--- src/rtl/ram_64_loader.sv ---
`default_nettype none
// ============================================================================
//  Module      : ram_64_loader
//  Description : Burst sequencer that sits directly upstream of a ram_64.
//                Accepts words over a valid/ready stream and writes them to
//                consecutive RAM addresses starting at a programmable base.
//                Addresses wrap modulo the RAM depth. The burst length is
//                clamped to the depth.
//  Revision    : 1.0 - initial release
// ----------------------------------------------------------------------------
//  Ports
//    clock          system clock, rising-edge active
//    reset          asynchronous, active-high reset
//    start          one-cycle burst request, sampled only while idle
//    base_addr      first RAM address of the burst (captured on start)
//    count          burst length 0..127 (captured on start, clamped to 64)
//    in_data        stream data word
//    in_valid       stream word present
//    in_ready       loader can accept a word this cycle
//    ram_in         ram_64 data input
//    ram_addr       ram_64 address
//    ram_load       ram_64 write enable
//    busy           high in every state except IDLE
//    done           one-cycle pulse when a burst completes
//    words_written  words written in the current or last burst
//  Optional feature (macro RAM64_LOADER_VERIFY_EN)
//    ram_out        ram_64 data output, read back after the burst
//    verify_err     set at completion when the read-back sum differs from the
//                   sum of the accepted words; held until the next start
// ============================================================================
module ram_64_loader #(
    parameter int WORD_W = 16,
    parameter int ADDR_W = 6
) (
    input  logic              clock,
    input  logic              reset,
    input  logic              start,
    input  logic [ADDR_W-1:0] base_addr,
    input  logic [6:0]        count,
    input  logic [WORD_W-1:0] in_data,
    input  logic              in_valid,
    output logic              in_ready,
    output logic [WORD_W-1:0] ram_in,
    output logic [ADDR_W-1:0] ram_addr,
    output logic              ram_load,
    output logic              busy,
    output logic              done,
    output logic [6:0]        words_written
`ifdef RAM64_LOADER_VERIFY_EN
    ,
    input  logic [WORD_W-1:0] ram_out,
    output logic              verify_err
`endif
);

    localparam int c_depth = 1 << ADDR_W;

    typedef enum logic [1:0] {
        S_IDLE   = 2'd0,
        S_LOAD   = 2'd1,
        S_DONE   = 2'd2,
        S_VERIFY = 2'd3
    } state_t;

    state_t            r_state;
    logic [ADDR_W-1:0] r_addr;
    logic [6:0]        r_remaining;

    logic              w_accept;
    logic [6:0]        w_count_clamped;

`ifdef RAM64_LOADER_VERIFY_EN
    logic [ADDR_W-1:0] r_base;
    logic [6:0]        r_total;
    logic [WORD_W-1:0] r_sum_wr;
    logic [WORD_W-1:0] r_sum_rd;
    logic [WORD_W-1:0] w_sum_rd_next;

    assign w_sum_rd_next = r_sum_rd + ram_out;
`endif

    // Requests longer than the RAM would overwrite their own first words.
    assign w_count_clamped = (count > 7'(c_depth)) ? 7'(c_depth) : count;

    // in_ready is only ever high in LOAD, so it alone qualifies the accept.
    assign w_accept = in_ready && in_valid;

    // Zero-latency write path: the RAM captures the word on the accept edge.
    assign ram_load = w_accept;
    assign ram_in   = in_data;
    assign ram_addr = r_addr;

    always_ff @(posedge clock or posedge reset) begin
        if (reset) begin
            r_state       <= S_IDLE;
            r_addr        <= '0;
            r_remaining   <= '0;
            in_ready      <= 1'b0;
            busy          <= 1'b0;
            done          <= 1'b0;
            words_written <= '0;
`ifdef RAM64_LOADER_VERIFY_EN
            r_base        <= '0;
            r_total       <= '0;
            r_sum_wr      <= '0;
            r_sum_rd      <= '0;
            verify_err    <= 1'b0;
`endif
        end else begin
            done <= 1'b0;
            case (r_state)
                S_IDLE: begin
                    if (start) begin
                        r_addr        <= base_addr;
                        r_remaining   <= w_count_clamped;
                        words_written <= '0;
                        busy          <= 1'b1;
`ifdef RAM64_LOADER_VERIFY_EN
                        r_base        <= base_addr;
                        r_total       <= w_count_clamped;
                        r_sum_wr      <= '0;
                        r_sum_rd      <= '0;
                        verify_err    <= 1'b0;
`endif
                        if (w_count_clamped == 7'd0) begin
                            r_state <= S_DONE;
                            done    <= 1'b1;
                        end else begin
                            r_state  <= S_LOAD;
                            in_ready <= 1'b1;
                        end
                    end
                end

                S_LOAD: begin
                    if (w_accept) begin
                        r_addr        <= r_addr + 1'b1;
                        r_remaining   <= r_remaining - 7'd1;
                        words_written <= words_written + 7'd1;
`ifdef RAM64_LOADER_VERIFY_EN
                        r_sum_wr      <= r_sum_wr + in_data;
`endif
                        // Last word: drop in_ready now so nothing past the
                        // burst length can be accepted.
                        if (r_remaining == 7'd1) begin
                            in_ready <= 1'b0;
`ifdef RAM64_LOADER_VERIFY_EN
                            // Rewind the address for the read-back pass.
                            r_state     <= S_VERIFY;
                            r_addr      <= r_base;
                            r_remaining <= r_total;
`else
                            r_state     <= S_DONE;
                            done        <= 1'b1;
`endif
                        end
                    end
                end

`ifdef RAM64_LOADER_VERIFY_EN
                S_VERIFY: begin
                    r_sum_rd    <= w_sum_rd_next;
                    r_addr      <= r_addr + 1'b1;
                    r_remaining <= r_remaining - 7'd1;
                    if (r_remaining == 7'd1) begin
                        r_state    <= S_DONE;
                        done       <= 1'b1;
                        verify_err <= (w_sum_rd_next != r_sum_wr);
                    end
                end
`endif

                S_DONE: begin
                    r_state <= S_IDLE;
                    busy    <= 1'b0;
                end

                default: begin
                    r_state  <= S_IDLE;
                    in_ready <= 1'b0;
                    busy     <= 1'b0;
                end
            endcase
        end
    end

endmodule
`default_nettype wire

--- config.mk ---
export PLATFORM = sky130hd
export DESIGN_NAME = ram_64_loader
export DESIGN_NICKNAME = d
export VERILOG_FILES = /design/src/rtl/ram_64_loader.sv
export SDC_FILE = /design/constraint.sdc
export NUM_CORES = 1
export LEC_CHECK = 0
export ABC_AREA = 1
export ABC_CLOCK_PERIOD_IN_PS = 1400
export CORE_ASPECT_RATIO = 1.2
export CORE_MARGIN = 5
export CORE_UTILIZATION = 44
export DETAILED_ROUTE_END_ITERATION = 8
export GPL_ROUTABILITY_DRIVEN = 1
export GPL_TIMING_DRIVEN = 1
export PLACE_DENSITY = 0.83
export SLEW_MARGIN = 20
export SYNTH_ARGS = -nofsm -noshare
export SYNTH_HDL_FRONTEND = slang
export SYNTH_SLANG_ARGS = --single-unit
--- constraint.sdc ---
create_clock -name clock -period 1.4 [get_ports clock]
set_input_delay 0.14 -clock clock [delete_from_list [all_inputs] [get_ports clock]]
set_output_delay 0.14 -clock clock [all_outputs]
set_load 0.1 [all_outputs]
==> run metrics, run 1 <==
outcome=finished clean; post-DR wirelength/cell=12.4 um; nets=306; CTS tree=yes; Pre-antenna DRT Iters=5; Pwr per Cell Area=2580 nW/um^2; clock sinks=25; Post-synth EDFFs=0; Final setup viols=0; top cell type's share of synthesized area=0.374; Pleak=1.16 nW; Worst Max-Slew Pin Slew=417 ps; CP arrival=1260 ps; Final Hold Viols=0; antenna cells=0; Slew HR=0.722; total CTS buffers=3; Fmax=0.716 GHz; Hold Buf Count CTS=0; Area Growth Syn to Fin=37.9%; detailed-placement wirelength estimate=3.04 mm; crit end category=output port; flops & latches, synth=25; clk root buf=clkbuf_8; CP max FO=2; row cnt=24; DIE AREA=5140 sq um; Synth Cell Area=1670 sq um; Max Cap Viol=0; CTS clk-pin slew, worst paths=100 ps; Main synth FF type=dfrtp_1; clock buffer depth=2; post-route cell area=2300 sq um; skew final=6.69 ps; hold slack=149 ps; min Tclk post-route=1400 ps; die width=66.3 um; Core ar.=3660 sq um; RSZ-0062 raised after global routing=true; sequential fraction of the synthesis area=0.374; startpoint class of the critical path=register; largest net degree at the start of global routing=23; Max VDD drop=1930 uV; I/O pin count=66; antenna-violating nets left=0; post-synthesis async set-or-reset flop share=1.00; post-synthesis cell type count=28; worst-skew pair later-pin latency=270 ps; grt total ovfl=0; most area-hungry cell type in the Yosys netlist=dfrtp_1; port bufs=33; count of pins over their slew limit=0; Die H=77.5 um; Yosys Warn Count=0; routed wire length=3.98 mm; vias after detailed routing=1561; drt via density=4.88; Post-Layout Cell Count=320; fraction of final layout cells sized beyond drive strength 1=0.228; WS Path Type=reg2out; Synth Instances=232; DRC violations left=0; placer congestion estimate=0.863; initial antenna violation count=0; Post-Syn Area per Cell=7.21 sq um; syn nets=269; top cells by area, synth=dfrtp_1, nand2_1, buf_4; total track usage=0.163; Placed Area=2210 sq um; final period utilization=0.998; htree depth=1; vias in the first global route=1555; Hold Crit Class=in2async; first-pass GRT wire length=6.72 mm; critical path data required time=1260 ps; Placed Cells=313; initial core utilization=0.456; Starting DRT DRC Count=85
## cells by family (layout without fill, tap and decap cells)
kind of cell | Yosys count | after routing | synth area share
buffers and inverters | 48 | 83 | 0.171
AO/OA/AOI/OAI | 27 | 27 | 0.0943
flip-flops | 25 | 25 | 0.374
adder cells (fa/ha/maj) | 4 | 4 | 0.0299
AND/OR/NAND/NOR | 128 | 129 | 0.330
## Yosys cell counts, types with 2 or more instances
library cell	instances
a21o_1	2
dfrtp_1	25
nand4_1	4
inv_2	3
nand2_1	77
o21ai_1	2
ha_1	4
a21oi_1	2
inv_1	23
or2_2	3
buf_4	18
o21ai_0	14
nor2_1	23
buf_6	3
o31ai_1	2
nand3_1	15
## state kept, by name (all words and copies together), names as in the netlist
name / flops
busy: 1
done: 1
in_ready: 1
r_remaining: 7
r_state: 2
ram_addr: 6
words_written: 7
## worst paths after layout
path	cells after the start	start	end	slack, ps
worst max-delay path	4	in_ready	ram_load	3
worst min-delay path	2	reset	ram_addr[3]	150
worst max register to register	7	in_ready	words_written[3]	40
worst min register to register	2	r_remaining[2]	r_remaining[2]	510
max in group asynchronous	3	reset	words_written[1]	770
min in group clock	0	in_data[0]	ram_in[0]	280
## per-stage QoR
step	total power, W	setup TNS [ps]	util	worst slack (ps)
floorplan	0.00428	-8440	-	-503
global placement	0.00531	-134	0.603	-61.9
detailed placement	0.00539	-732	0.603	-96.1
CTS	0.00585	0	0.616	5.42
global route	0.00636	-78.8	0.629	-46.2
finish	0.00595	0	0.629	3.35
## metal layers
layer | wire length [um] | global-route usage | part of all wire | vias to the layer above
li1 | - | - | - | 791
met1 | 1650 | 0.196 | 0.41 | 724
met5 | 0 | 0 | 0 | -
met4 | 55 | 0.0589 | 0.014 | 0
met3 | 214 | 0.0217 | 0.054 | 6
met2 | 2060 | 0.291 | 0.52 | 40
## cell usage in the layout (no fill, tap or decap), types with 4 or more instances in the layout
cell / count
nand3_1: 14
buf_12: 17
nor2_1: 23
dfrtp_1: 22
nand4_1: 4
inv_1: 22
clkdlybuf4s50_1: 16
nand2_1: 76
o21ai_0: 11
ha_1: 4
o21ai_1: 5
buf_4: 19
## area by class of cell
| cell class | instances | area (sq um) |
|---|---|---|
| clock buffers | 3 | 41.3 |
| fillers | 323 | 1360 |
| repair buffers | 53 | 654 |
| clock inverters | 1 | 7.51 |
| well taps | 52 | 65.1 |
| flip-flops and latches | 25 | 632 |
| inverters | 26 | 104 |
| multi-input cells | 160 | 801 |
## power by group
group | switching, W | internal (W) | total, W
registers | 0.000327 | 0.00102 | 0.00135
clock network | 0.000245 | 0.000202 | 0.000447
logic | 0.00259 | 0.00157 | 0.00416
## worst max-delay path, stage by stage (launching register included)
cell and delay (ps):
dfrtp_4 500, nand2_4 90, clkinvlp_4 110, buf_6 130, buf_12 150
## timing repair
action | in CTS | in global routing
endpoints found under the setup margin | 0 | 15
setup buffers | 0 | 2
resized for setup | 0 | 4
Note: power is estimated with default switching activity, not from simulation.
==> inputs of run 2 (changes only) <==
--- a/config.mk
+++ b/config.mk
@@ -18,3 +18,4 @@
 export SYNTH_ARGS = -nofsm -noshare
 export SYNTH_HDL_FRONTEND = slang
 export SYNTH_SLANG_ARGS = --single-unit
+export TNS_END_PERCENT = 10
==> run 2 against run 1 <==
Worst setup slack improved by 18 ps. Global-route usage decreased by 1.8 points. Register-to-register slack about the same. Core utilization decreased by 1.9 points. First-iteration DRC count decreased by 21%. Non-clock buffer count decreased by 6. Worst hold slack improved by 69 ps. Final cell count decreased by 2.2%. Critical path depth unchanged. Design area decreased by 3.0%. Clock power decreased by 4%. Die area unchanged.
==> run metrics, run 2 (synthesis results as in run 1) <==
outcome=finished clean (unchanged); vias after detailed routing=1521 (was 1561); fraction of final layout cells sized beyond drive strength 1=0.211 (was 0.228); startpoint class of the critical path=register (unchanged); CTS tree=yes (unchanged); skew final=2.00 ps (was 6.69 ps); most frequent cells in the layout=nand2_1, nor2_1, inv_1 (was nand2_1, nor2_1, inv_1, dfrtp_1, buf_4); crit end category=output port (unchanged); largest net degree at the start of global routing=26 (was 23); commonest non-fill, non-tap cell in the layout=nand2_1 (unchanged); CP max FO=2 (unchanged); port bufs=33 (unchanged); clock sinks=25 (unchanged); CP endpoint=ram_load (unchanged); RSZ-0062 raised after global routing=true (unchanged); Hold Buf Count CTS=0 (unchanged); r2r setup slk=30 ps (was 40 ps); Pwr per Cell Area=2580 nW/um^2 (about the same); Starting DRT DRC Count=67 (was 85); die width=66.3 um (unchanged); Die H=77.5 um (unchanged); antenna-violating nets left=0 (unchanged); Pleak=1.12 nW (was 1.16 nW); clock buffer depth=2 (unchanged); worst-skew pair later-pin latency=270 ps (about the same); initial antenna violation count=0 (unchanged); Max Cap Viol=0 (unchanged); # fillers=327 (was 323); first-pass GRT wire length=6.02 mm (was 6.72 mm); htree depth=1 (unchanged); grt total ovfl=0 (unchanged); placer congestion estimate=0.807 (was 0.863); drt via density=4.86 (was 4.88); detailed-placement wirelength estimate=2.79 mm (was 3.04 mm); critical path data required time=1260 ps (about the same); Worst Max-Slew Pin Slew=333 ps (was 417 ps); Hold Crit Class=in2async (unchanged); vias in the first global route=1436 (was 1555); total CTS buffers=3 (unchanged); WS Path Type=reg2out (unchanged); Area Growth Syn to Fin=33.8% (was 37.9%); antenna cells=0 (unchanged); Core Util, Final=0.610 (was 0.629); final period utilization=0.985 (was 0.998); DIE AREA=5140 sq um (unchanged); Fmax=0.725 GHz (was 0.716 GHz); count of pins over their slew limit=0 (unchanged); final setup TNS=0 ps (unchanged); worst r2r src=in_ready (unchanged); DRC violations left=0 (unchanged); row cnt=24 (unchanged); Max VDD drop=1800 uV (was 1930 uV); Worst R2R Path Depth=7 (unchanged); Core ar.=3660 sq um (unchanged); reg2reg end=words_written[3] (unchanged); Worst Setup SP=in_ready (unchanged); min Tclk post-route=1380 ps (was 1400 ps); post-route setup slack=21.4 ps (was 3.35 ps); CP arrival=1240 ps (was 1260 ps); nets=299 (was 306); Pre-antenna DRT Iters=4 (was 5); Design Power=0.00577 W (was 0.00595 W); pre-CTS setup slack=-94.3 ps (was -96.1 ps); Final Hold Viols=0 (unchanged); routed wire length=3.75 mm (was 3.98 mm); CTS clk-pin slew, worst paths=90 ps (was 100 ps); initial core utilization=0.456 (unchanged); clk root buf=clkbuf_8 (unchanged); post-DR wirelength/cell=12.0 um (was 12.4 um); I/O pin count=66 (unchanged); total track usage=0.145 (was 0.163); Final setup viols=0 (unchanged); Slew HR=0.778 (was 0.722)
-- run 2: per-stage QoR --
stage	area, sq um	hold slack [ps]	instances
6_report	2240	218	313
3_5_place_dp	2170	281	308
5_1_grt	2240	237	313
2_1_floorplan	1690	167	232
3_3_place_gp	2170	281	308
4_1_cts	2220	242	313
-- run 2: power by group --
part / leakage (nW) / total [W] / switching [W] / internal, W
logic: 0.794 / 0.00398 / 0.00252 / 0.00146
registers: 0.304 / 0.00136 / 0.000338 / 0.00102
clock network: 0.0255 / 0.000430 / 0.000231 / 0.000199
total: 1.12 / 0.00577 / 0.00309 / 0.00268
-- run 2: area by class of cell --
| class | instances | area (sq um) | share of cell area |
|---|---|---|---|
| clock buffers | 3 | 41.3 | 0.0185 |
| well taps | 52 | 65.1 | 0.0291 |
| flip-flops and latches | 25 | 633 | 0.283 |
| multi-input cells | 159 | 782 | 0.350 |
| clock inverters | 1 | 5.00 | 0.00224 |
| inverters | 26 | 104 | 0.0464 |
| repair buffers | 47 | 606 | 0.271 |
-- run 2: how the worst min path moves through the flow --
stage,slack [ps],cells after the start,to,start
3_3_place_gp,280,0,ram_in[11],in_data[11]
5_1_grt,240,3,ram_addr[4],reset
6_report,220,3,in_ready,reset
4_1_cts,240,3,ram_addr[0],reset
3_5_place_dp,280,0,ram_in[11],in_data[11]
2_1_floorplan,170,1,busy,reset
-- run 2: what timing repair did --
item                       CTS  global route
buffers inserted             1             0
setup endpoints to repair    2            17
gates resized for setup      0             4
-- run 2: critical path: stages, from the launching register on --
cell	delay, ps
dfrtp_4	500
nand2_4	80
clkinvlp_4	90
buf_4	140
buf_12	150
-- run 2: layer usage --
layer	global-route usage	share of wire
met5	0	0
met4	0.0569	0.011
met3	0.0303	0.056
met2	0.253	0.50
met1	0.170	0.44
==> RTL change: new RTL, settings of run 1 <==
Encoding of `state_t`: now one-hot (4 bits for 4 states).
--- a/src/rtl/ram_64_loader.sv
+++ b/src/rtl/ram_64_loader.sv
@@ -55,11 +55,11 @@
 
     localparam int c_depth = 1 << ADDR_W;
 
-    typedef enum logic [1:0] {
-        S_IDLE   = 2'd0,
-        S_LOAD   = 2'd1,
-        S_DONE   = 2'd2,
-        S_VERIFY = 2'd3
+    typedef enum logic [3:0] {
+        S_IDLE   = 4'b0001,
+        S_LOAD   = 4'b0010,
+        S_DONE   = 4'b0100,
+        S_VERIFY = 4'b1000
     } state_t;
 
     state_t            r_state;
Function: same outputs for any inputs over 10 cycles, from zero or initial values and one cycle with reset high; not proved beyond that.
==> RTL change against run 1 <==
- the flow now finishes with violations (negative setup slack)
- sequential share of layout area shrank 0.79 points
- power shrank 6.4%
- worst hold slack better by 0.085 ns
- area after synthesis up 0.22%
- sequential cell count rose by 1
- routed wire length grew 17%
- register-to-register slack lost 0.13 ns
- clock skew is 0.0052 ns lower
- setup slack worse by 0.093 ns
- first-iteration DRC count rose by 130%
- cell area up 7.1%
- count of clock-buffer cells in the layout is 1 higher
- critical path type is now reg2reg
- critical endpoint is now r_remaining[2]$_DFFE_PP0P_
==> RTL change: results (changes against run 1) <==
Final layout
The count of non-filler cells in the finished layout is 322 (+0.63%). The fraction of layout cells with a size suffix above 1 is 28.15% (+5.4 points).

Pwr
The fraction of power spent switching nets came to 50.77% (-2.4 points). The maximum vdd drop is 0.001424 V (-26%).

Synth
The post-synthesis compound-gate area fraction was 12.99% (+3.6 points). The sequential share of the synthesized area is 38.91% (+1.5 points). The adder-cell area share of the yosys netlist was 2.987% (-0.0067 points).

The mux contribution to synthesized area was 0% (unchanged). Yosys attributes the largest share of cell area to sky130_fd_sc_hd__dfrtp_1 37%, sky130_fd_sc_hd__nand2_1 12%, sky130_fd_sc_hd__buf_4 7.2%. The distinct cell type count after synthesis is 27 (-3.6%). The xor and xnor area share after synthesis is 0% (unchanged).

The average instance area after synthesis is 7.348 sq um (+2.0%). The net count after synthesis is 265 (-1.5%). Ranked by instance count, the synthesized netlist is headed by 55 x sky130_fd_sc_hd__nand2_1, 25 x sky130_fd_sc_hd__dfrtp_1, 25 x sky130_fd_sc_hd__nor2_1.

Critical path
The critical path starts at r_state[0]$_DFFE_PP1P_. The worst register-to-register path ends at r_remaining[2]$_DFFE_PP0P_. The kind of end point of the critical path is a flop. The number of cell instances on the worst register-to-register path is 8 (+1). The maximum net fanout on the critical path is 13 (+11). The stage delay of the slowest cell on the critical path came to 0.56 ns (+0.06 ns).

The slowest stage of the critical path is the sky130_fd_sc_hd__dfstp_2 cell. The worst endpoint data arrival time is 1.66 ns (+0.40 ns).

Drt
The total length of routed met2 wires is 2.501 mm (+21%). The count of routing violations after the opening detailed-route iteration is 192 (+130%). The mean routed wirelength per cell is 14.49 um (+16%). The post-route DRC violation count came to 0 (unchanged). The detailed-routed wire length on met3 is 290 um (+36%). The routed metal-1 wire length came to 1.802 mm (+9.1%). The length of the first detailed-routing pass in iterations was 6 (+1).

The average vias per placed instance is 5.379 (+10%).

STA
The post-layout worst setup margin is -0.08925 ns (-0.09260 ns). The final setup violation count was 18 (+18). The setup TNS came to -0.6443 ns (-0.6443 ns). The pin slew with the least headroom to its limit came to 0.3391 ns (-0.07796 ns). The post-route clock skew came to 0.001527 ns (-0.005164 ns).

Placement
The global placement routability congestion is 0.9056 (+4.9%). The HPWL after detailed placement is 3.189 mm (+4.8%). The total instance count after detailed placement came to 312 (-0.32%).

Clock tree
The total setup buffers inserted after CTS was 1 (+1). The count of instances resized after the clock tree is built is 11 (+11). The number of clock buffers inserted by TritonCTS came to 3 (unchanged).

Global routing
The total global routing track utilization is 16.68% (+0.36 points). The maximum number of pins on one net before global-route repair was 27 (+17%). The via count of the first global-routing pass came to 1592 (+2.4%). The first-pass GRT wire length came to 6.844 mm (+1.8%).

Outcome
The run finished, with violations left. The checks that failed: negative setup slack.
[RTL change: stage by stage]
stage / cell area (sq um) / total power, W / hold slack [ns] / worst slack (ns)
2_1_floorplan: 1699 / 0.003602 / 0.1793 / -0.5860
3_3_place_gp: 2248 / 0.004521 / 0.2807 / -0.05139
3_5_place_dp: 2248 / 0.004629 / 0.2807 / -0.1023
4_1_cts: 2349 / 0.005241 / 0.2460 / -0.04337
5_1_grt: 2467 / 0.005856 / 0.2718 / -0.1344
6_report: 2467 / 0.005574 / 0.2333 / -0.08925
[RTL change: logic make-up after synthesis]
kind of cell | count (synthesis)
simple gates | 115
buf+inv | 45
compound gates | 38
flops | 26
fa+ha+maj | 4
[RTL change: power by group through the flow]
stage	sequential (W)	combinational [W]	clock, W
2_1_floorplan	0.00219	0.00141	0
3_3_place_gp	0.00128	0.00324	0
3_5_place_dp	0.00130	0.00333	0
4_1_cts	0.00128	0.00346	0.000493
5_1_grt	0.00135	0.00398	0.000528
6_report	0.00132	0.00376	0.000491
[RTL change: worst register-to-register path: cells and delay by family, from the launching register on]
| kind | cells | cell delay (ns) |
|---|---|---|
| AND/OR/NAND/NOR | 6 | 0.55 |
| AO/OA/AOI/OAI | 1 | 0.11 |
| flip-flops | 1 | 0.56 |
| buffers and inverters | 1 | 0.17 |
[RTL change: routing by layer]
layer  track usage (%)  up-vias
li1                  -      811
met1             19.82      832
met2             29.59       78
met3             2.890       11
met4             5.894        0
met5                 0        -
[RTL change: final cells by class]
class	instances	area (sq um)
well taps	52	65.06
inverters	24	101.3
flip-flops and latches	26	656.9
multi-input cells	157	852.1
clock buffers	4	55.05
repair buffers	59	737.0
fillers	282	1196
